$ cat src/rtl/tx_frame_sequencer.sv
// Sequences one frame of N_BYTES bytes from the tx_buffer into a valid/ready UART.
// Optional sync header before the payload is enabled with the TX_HEADER_EN macro.
module tx_frame_sequencer #(
    parameter int N_BYTES = 9
`ifdef TX_HEADER_EN
    ,
    parameter logic [7:0] HEADER_BYTE = 8'hA5
`endif
) (
    input  logic       i_clk,
    input  logic       i_rst_n,
    input  logic       i_start,
    input  logic       i_abort,
    input  logic [7:0] i_buf_data,
    output logic       o_buf_rst,
    output logic       o_buf_next,
    output logic [7:0] o_tx_data,
    output logic       o_tx_valid,
    input  logic       i_tx_ready,
    output logic       o_busy,
    output logic       o_done
);

    localparam int CW = $clog2(N_BYTES + 1);
    localparam logic [CW-1:0] LAST_IDX = CW'(N_BYTES - 1);

    typedef enum logic [2:0] {
        S_IDLE,
        S_CLEAR,
`ifdef TX_HEADER_EN
        S_HDR,
`endif
        S_PRESENT,
        S_ADVANCE,
        S_SETTLE,
        S_DONE
    } state_t;

    state_t          state_q, state_d;
    logic [CW-1:0]   cnt_q, cnt_d;

    always_ff @(posedge i_clk or negedge i_rst_n) begin
        if (!i_rst_n) begin
            state_q <= S_IDLE;
            cnt_q   <= '0;
        end else begin
            state_q <= state_d;
            cnt_q   <= cnt_d;
        end
    end

    always_comb begin
        state_d = state_q;
        cnt_d   = cnt_q;
        case (state_q)
            S_IDLE: begin
                if (i_start) state_d = S_CLEAR;
            end
            S_CLEAR: begin
                cnt_d = '0;
`ifdef TX_HEADER_EN
                state_d = S_HDR;
`else
                state_d = S_PRESENT;
`endif
            end
`ifdef TX_HEADER_EN
            S_HDR: begin
                if (i_tx_ready) state_d = S_PRESENT;
            end
`endif
            S_PRESENT: begin
                if (i_tx_ready) begin
                    cnt_d   = cnt_q + CW'(1);
                    state_d = (cnt_q == LAST_IDX) ? S_DONE : S_ADVANCE;
                end
            end
            S_ADVANCE: state_d = S_SETTLE;
            S_SETTLE:  state_d = S_PRESENT;
            S_DONE:    state_d = S_IDLE;
            default:   state_d = S_IDLE;
        endcase
        // Abort wins over an accept in the same cycle; that byte is dropped here.
        if (i_abort && (state_q != S_IDLE)) begin
            state_d = S_IDLE;
            cnt_d   = '0;
        end
    end

    // Outputs decode registered state only, so ready never loops back into valid.
    always_comb begin
        o_buf_rst  = 1'b0;
        o_buf_next = 1'b0;
        o_tx_data  = 8'h00;
        o_tx_valid = 1'b0;
        o_busy     = (state_q != S_IDLE);
        o_done     = 1'b0;
        case (state_q)
            S_CLEAR:   o_buf_rst = 1'b1;
`ifdef TX_HEADER_EN
            S_HDR: begin
                o_tx_valid = 1'b1;
                o_tx_data  = HEADER_BYTE;
            end
`endif
            S_PRESENT: begin
                o_tx_valid = 1'b1;
                o_tx_data  = i_buf_data;
            end
            S_ADVANCE: o_buf_next = 1'b1;
            S_DONE:    o_done = 1'b1;
            default:   ;
        endcase
    end

endmodule

$ cat config.mk
export PLATFORM = sky130hd
export DESIGN_NAME = tx_frame_sequencer
export DESIGN_NICKNAME = d
export VERILOG_FILES = /design/src/rtl/tx_frame_sequencer.sv
export SDC_FILE = /design/constraint.sdc
export NUM_CORES = 1
export LEC_CHECK = 0
export CAP_MARGIN = 30
export CORE_MARGIN = 10
export CORE_UTILIZATION = 38
export CTS_CLUSTER_DIAMETER = 40
export DETAILED_ROUTE_END_ITERATION = 12
export MAX_ROUTING_LAYER = met4
export PLACE_DENSITY = 0.78
export SLEW_MARGIN = 40
export SYNTH_ARGS = -nofsm -noshare
export SYNTH_HDL_FRONTEND = slang
export SYNTH_SLANG_ARGS = --single-unit
export TNS_END_PERCENT = 30
$ cat constraint.sdc
create_clock -name i_clk -period 1.48 [get_ports i_clk]
set_clock_uncertainty 0.15 [all_clocks]
set_input_delay 0.222 -clock i_clk [delete_from_list [all_inputs] [get_ports i_clk]]
set_output_delay 0.222 -clock i_clk [all_outputs]
set_load 0.005 [all_outputs]
==> run_results.csv, run 1 <==
group,metric,value,unit
finish,final_cell_mix,"buf_6 (15), buf_4 (13), clkdlybuf4s50_1 (12)",
clocking,clkTransAtPathRegs,0.06,ns
critical_path,slowest_delay,0.44,ns
global_routing,grt_pass1_vias,656,
placed_design,hpwlAfterDp,1.38,mm
global_routing,grt_max_degree,8,
synth,syn_inst,53,
critical_path,startpoint_type,"flip-flop",
synth,synth_ff_type,"dfrtp_1",
synth,synth-edff-count,0,
synth,synthArstFlopShare,100,%
critical_path,crit_cells,4,
die,fp.dieW,56.6,µm
finish,drive_above_1_share,54.9,%
critical_path,cp-end-kind,"primary output",
global_routing,grt_use_total,12.8,%
die,fp.dieArea,3200,µm²
critical_path,crit_chain,"buf_4 > buf_6 > or3_4 > buf_2",
timing,timing.final.hold_violations,0,
global_routing,grt_pass1_wl,3.26,mm
routing,routedWlPerCell,18.0,µm
synth,syn_area,509,µm²
finish,layout.cells.non_filler,117,
power,switching_share,34.2,%
timing,fin_crit,1.80,ns
timing,rsz0062_at_grt,"yes",
routing,first_pass_iters,7,
critical_path,critical-path-top-delay-family,"flip-flops",
finish,syn_to_final_growth,97.3,%
finish,antennaDiodeCount,0,
critical_path,critPathArrivalTime,1.43,ns
die,core_area,1280,µm²
clocking,postCtsHoldBufs,0,
clocking,cts.sinks,7,
die,start_util,39.6,%
synth,syn_area_per_cell,9.61,µm²
power,power.share.clock,16.6,%
routing,drc,0,
power,switching_power,380,µW
power,p_per_area,1110,nW/µm²
synth,yosys_warnings,0,
critical_path,reg2reg_depth,6,
global_routing,grt.overflow.total,0,
die,io_pins,26,
critical_path,reg2reg_slack,-0.22,ns
synth,netlist_top_cells_area,"dfrtp_1 (34%), and2_1 (9.8%), ha_1 (4.9%)",
min_path,min_path_type,"input pin to async pin",
clocking,clk_latency,0.25,ns
finish,final_common_cell,"buf_6",
placed_design,placed_cells,104,
routing,vias,599,
finish,nFillCells,88,
synth,netlist.top_cell.by_area,"dfrtp_1",
job,drv_cap,0,
timing,worst_slew_pin_slew,0.405,ns
finish,nets,118,
status,outcome,"finished, violations left",
critical_path,crit_buf_inv,3,
die,rows,13,
clocking,cts_buffers,3,
synth,ys_seq_elements,7,
power,pwr-share-seq,22.0,%
clocking,cts_buffer_depth,2,
clocking,tritoncts,"yes",
placed_design,post_dp_cell_area,860,µm²
synth,yosys.area.top_type_share,34.4,%
global_routing,antenna_found_initial,0,
timing,setup_viol,17,
clocking,root_buffer,"clkbuf_4",
routing,via_per_inst,5.12,
routing,wl,2.11,mm
power,pwr-share-comb,61.4,%
timing,slew_headroom,72.9,%
finish,final_area,1000,µm²
critical_path,cp_slowest_cell,"dfrtp_2",
timing,setup_ws,-0.324,ns
critical_path,critical_path_class,"flip-flop to primary output",
synth,synth.net_count,68,
power,power.internal,731,µW
timing,fmaxAchievable,0.554,GHz
die,floorplan.die.height,56.6,µm
power,leakagePower,0.475,nW
synth,synth.yosys.seq_area_share,34.4,%
status,violations,"setup timing",
synth,synth_cell_type_count,29,
placed_design,gp_congestion,0.828,
placed_design,port_buffers,25,
routing,detail-route-antenna-nets,0,
timing,drv_slew,0,
critical_path,required,1.11,ns
routing,dr.first_iter.drc_count,7,
clocking,htree_num_levels,1,
critical_path,crit_fanout,4,
timing,fin_crit_sh,122,%
critical_path,r2r_end,"cnt_q[2]",
power,vdd_drop_max,772,µV
critical_path,timing.rr.start,"state_q[2]",
## cells by family (layout without fill, tap and decap cells)
| kind of cell | after synthesis | after routing | synth area share (%) |
|---|---|---|---|
| buffers and inverters | 8 | 57 | 7.62 |
| multiplexers | 1 | 1 | 1.97 |
| flip-flops | 7 | 7 | 34.4 |
| AO/OA/AOI/OAI | 8 | 8 | 12.8 |
| XOR/XNOR | 1 | 1 | 1.72 |
| AND/OR/NAND/NOR | 26 | 26 | 36.6 |
| adder cells (fa/ha/maj) | 2 | 2 | 4.91 |
## worst max-delay path by stage
stage	startpoint	to	slack, ns
floorplan	state_q[2]	o_tx_data[0]	0.07
global placement	state_q[1]	o_tx_data[3]	-0.28
detailed placement	state_q[1]	o_tx_data[3]	-0.34
CTS	state_q[2]	o_tx_data[5]	-0.26
global route	state_q[2]	o_tx_data[5]	-0.37
finish	state_q[2]	o_busy	-0.32
## layout make-up
cell class | count | area (µm²) | share of cell area [%]
clock buffer | 4 | 26.3 | 2.62
inverter | 6 | 22.5 | 2.24
multi-input combinational | 38 | 338 | 33.6
sequential | 7 | 178 | 17.7
tap | 15 | 18.8 | 1.87
timing repair buffer | 47 | 422 | 42.0
## flip-flops by register name (all words and copies together), names as in the netlist
signal	count
state_q	3
cnt_q	4
## metrics by stage
step / util, % / setup TNS (ns) / hold WS [ns] / setup slack, ns / power (mW)
floorplan: - / 0 / -0.224 / 0.0701 / 0.472
global placement: 66.9 / -3.58 / 0.329 / -0.279 / 0.743
global route: 78.2 / -4.36 / 0.0997 / -0.366 / 1.17
CTS: 72.8 / -2.99 / 0.0887 / -0.261 / 1.01
finish: 78.2 / -3.43 / 0.0822 / -0.324 / 1.11
detailed placement: 66.9 / -4.28 / 0.341 / -0.335 / 0.754
## worst reg2reg max path, stage by stage (launching register included)
cell,delay [ns]
dfrtp_2,0.44
buf_4,0.15
buf_6,0.12
or3_4,0.34
buf_4,0.14
o221a_4,0.12
o211ai_1,0.16
## timing repair
action | in CTS | in global routing
setup endpoints to repair | 17 | 17
setup buffers | 8 | 1
gates resized for setup | 66 | 17
cloned | 1 | 0
pin swaps | 13 | 4
## Yosys cell counts (2+ instances only)
| master | n |
|---|---|
| a31oi_1 | 2 |
| and2_1 | 8 |
| dfrtp_1 | 7 |
| ha_1 | 2 |
| inv_1 | 6 |
| nand2b_1 | 2 |
| nor3_1 | 4 |
## power by group through the flow
stage	clock network (mW)	logic [mW]	registers (mW)
2_1_floorplan	0	0.235	0.237
3_3_place_gp	0	0.501	0.243
3_5_place_dp	0	0.508	0.246
4_1_cts	0.186	0.587	0.240
5_1_grt	0.203	0.724	0.248
6_report	0.184	0.682	0.245
## routing by layer
layer / vias up / share of wire, % / GRT usage, %
li1: 285 / - / -
met1: 291 / 44 / 14.3
met2: 17 / 50 / 19.7
met3: 6 / 3.6 / 3.37
met4: 0 / 2.7 / 7.90
met5: - / 0 / -
Power figures use the tool's default switching activity.
==> run 2: changes to the inputs <==
ABC_AREA = 1   (was default)
CORE_UTILIZATION = 40   (was 38)
PLACE_DENSITY = 0.79   (was 0.78)
clock period = 1.8 ns   (was 1.48 ns; I/O delays follow)
==> run 2 against run 1 <==
The run now ends clean. Synthesized cell count is 64% higher. Combinational power decreased by 9.5%. Count of clock-buffer cells in the layout did not move. Critical path depth unchanged. Clock power is 29% lower. Utilization shrank 11 points. Final area shrank 10%. Worst setup slack better by 0.40 ns.
==> run_results.csv, run 2 <==
group,metric,value,unit
global_routing,grt.overflow.total,0,
timing,setup_ws,0.0736,ns
finish,multiInputGateArea,328,µm²
synth,synthArstFlopShare,100,%
synth,yosys.area.top_type_share,30.6,%
synth,synth.yosys.seq_area_share,30.6,%
timing,rsz0062_at_grt,"no",
finish,seq_area,178,µm²
finish,final_cell_mix,"nor2_1 (17), nand2_1 (17), inv_1 (15)",
critical_path,timing.rr.start,"state_q[2]",
routing,drc,0,
job,drv_cap,0,
global_routing,met1_usage,10.0,%
clocking,clkTransAtPathRegs,0.05,ns
finish,antennaDiodeCount,0,
critical_path,startpoint_type,"flip-flop",
clocking,tritoncts,"yes",
power,leakagePower,0.534,nW
status,outcome,"finished clean",
clocking,cts_buffer_depth,2,
finish,largest-register,"cnt_q",
synth,syn_area,573,µm²
clocking,htree_num_levels,1,
global_routing,grt_most_used_layer,"met2",
finish,nFillCells,120,
global_routing,grt_pass1_vias,634,
finish,reg.largest.list,"cnt_q: 4 flops, state_q: 3 flops",
routing,dr.first_iter.drc_count,11,
die,start_util,43.0,%
critical_path,critPathArrivalTime,1.31,ns
critical_path,reg2reg_depth,7,
synth,yosys-top-cells-count,"nand2_1 (17), nor2_1 (17), inv_1 (16)",
synth,netlist.top_cell.by_area,"dfrtp_1",
clocking,postCtsHoldBufs,0,
die,io_pins,26,
placed_design,hpwlAfterDp,1.36,mm
die,core_area,1330,µm²
synth,syn_inst,87,
placed_design,port_buffers,25,
placed_design,place_ws,0.000768,ns
finish,final_util,67.5,%
synth,synth_cell_type_count,17,
min_path,min_path_type,"input pin to async pin",
finish,largest_reg_flops,4,
timing,slew_headroom,80.0,%
timing,worst_slew_pin_slew,0.299,ns
routing,detail-route-antenna-nets,0,
clocking,cts_buffers,3,
synth,netlist_top_cells_area,"dfrtp_1 (31%), nand2_1 (11%), nor2_1 (11%)",
die,fp.dieW,57.9,µm
timing,fmaxAchievable,0.579,GHz
global_routing,antenna_found_initial,0,
global_routing,grt_use_total,9.83,%
synth,yosys_warnings,0,
synth,syn_area_per_cell,6.59,µm²
routing,via_per_inst,4.58,
routing,first_pass_iters,4,
die,rows,13,
global_routing,grtUsageMet2,17.3,%
timing,hold_ws,0.131,ns
critical_path,cp_slowest_cell,"dfrtp_1",
placed_design,post_dp_cell_area,880,µm²
placed_design,placed_cells,132,
synth,ys_seq_elements,7,
timing,drv_slew,0,
global_routing,grt_max_degree,10,
critical_path,reg2reg_slack,0.34,ns
critical_path,cp-end-kind,"primary output",
critical_path,required,1.38,ns
finish,syn_to_final_growth,57.2,%
finish,final_area,901,µm²
timing,setup_viol,0,
critical_path,r2r_end,"state_q[1]",
critical_path,slowest_delay,0.41,ns
synth,synth_ff_type,"dfrtp_1",
power,p_total,1.00,mW
routing,wl,1.52,mm
die,fp.dieArea,3350,µm²
power,p_per_area,1110,nW/µm²
routing,vias,623,
finish,layout.cells.non_filler,136,
global_routing,met3_usage,2.61,%
clocking,post_cts_buffers,0,
synth,synth-edff-count,0,
timing,fin_crit,1.73,ns
routing,routedWlPerCell,11.2,µm
timing,setup-tns-final,0,ns
placed_design,gp_congestion,0.819,
finish,nets,137,
critical_path,critical_path_class,"flip-flop to primary output",
timing,fin_crit_sh,95.9,%
clocking,clk_latency,0.24,ns
clocking,cts.sinks,7,
clocking,root_buffer,"clkbuf_4",
critical_path,crit_chain,"nor2_4 > buf_4 > nand2_2 > dlygate4sd2_1",
power,vdd_drop_max,877,µV
synth,synth.net_count,102,
die,floorplan.die.height,57.9,µm
timing,timing.final.hold_violations,0,
finish,drive_above_1_share,20.7,%
critical_path,crit_fanout,4,
global_routing,grt_pass1_wl,2.68,mm
==> run 2: cell count changes in the layout (fill, tap and decap cells not counted), moves of 3 or more <==
cell	previous run	this run
nor2_1	1	17
dlygate4sd2_1	0	12
nand3_1	1	7
buf_2	6	0
inv_1	5	15
inv_2	1	5
nand2_2	0	4
and2_4	7	0
buf_6	15	0
buf_4	13	5
nand2_1	1	17
nor3_2	3	0
==> run 2: kinds of logic (layout without fill, tap and decap cells) <==
kind of cell	after synthesis	after routing	synth area share (%)
simple gates	55	55	48.7
compound gates	2	2	1.75
xor+xnor	1	1	1.53
buf+inv	20	54	13.1
flops	7	7	30.6
fa+ha+maj	2	2	4.37
==> run 2: final cells by class <==
type | count | area share (%)
tap | 15 | 2.08
timing repair buffer | 30 | 30.6
multi-input combinational | 60 | 36.4
sequential | 7 | 19.7
inverter | 20 | 8.33
clock buffer | 4 | 2.92
==> run 2: how the worst max path moves through the flow <==
stage	startpoint	endpoint	slack [ns]	depth (start not counted)
floorplan	state_q[0]	o_tx_data[0]	0.49	3
CTS	state_q[2]	o_tx_valid	-0.12	4
global route	state_q[0]	o_busy	0.008	4
global placement	i_buf_data[1]	o_tx_data[1]	0.005	4
finish	state_q[2]	o_busy	0.07	4
detailed placement	i_buf_data[2]	o_tx_data[2]	0.0008	4
==> run 2: per-layer routing <==
layer,vias up,part of all wire (%)
met5,-,0
met4,0,0.79
met3,2,7.5
met2,22,46
met1,272,46
li1,327,-
==> run 2: where the power goes <==
| group | internal, mW | total [mW] | switching [mW] |
|---|---|---|---|
| clock network | 0.0839 | 0.131 | 0.0475 |
| logic | 0.282 | 0.617 | 0.335 |
| registers | 0.196 | 0.252 | 0.0566 |
| total | 0.562 | 1.00 | 0.439 |
==> run 2: repair_timing <==
item | 4_1_cts | 5_1_grt
setup endpoints to repair | 13 | 3
gates resized for setup | 15 | 2
pin swaps | 1 | 0
endpoints found under the hold margin | 0 | 0
==> run 2: worst max-delay path: cells and delay by family, from the launching register on <==
family	cells	cell delay [ns]
buffers and inverters	2	0.42
flip-flops	1	0.41
AND/OR/NAND/NOR	2	0.23
==> run 3: changes to the inputs <==
CTS_CLUSTER_DIAMETER = default   (was 40)
==> results of run 3 <==
Final layout, timing and power as in run 2 (identical DEF).
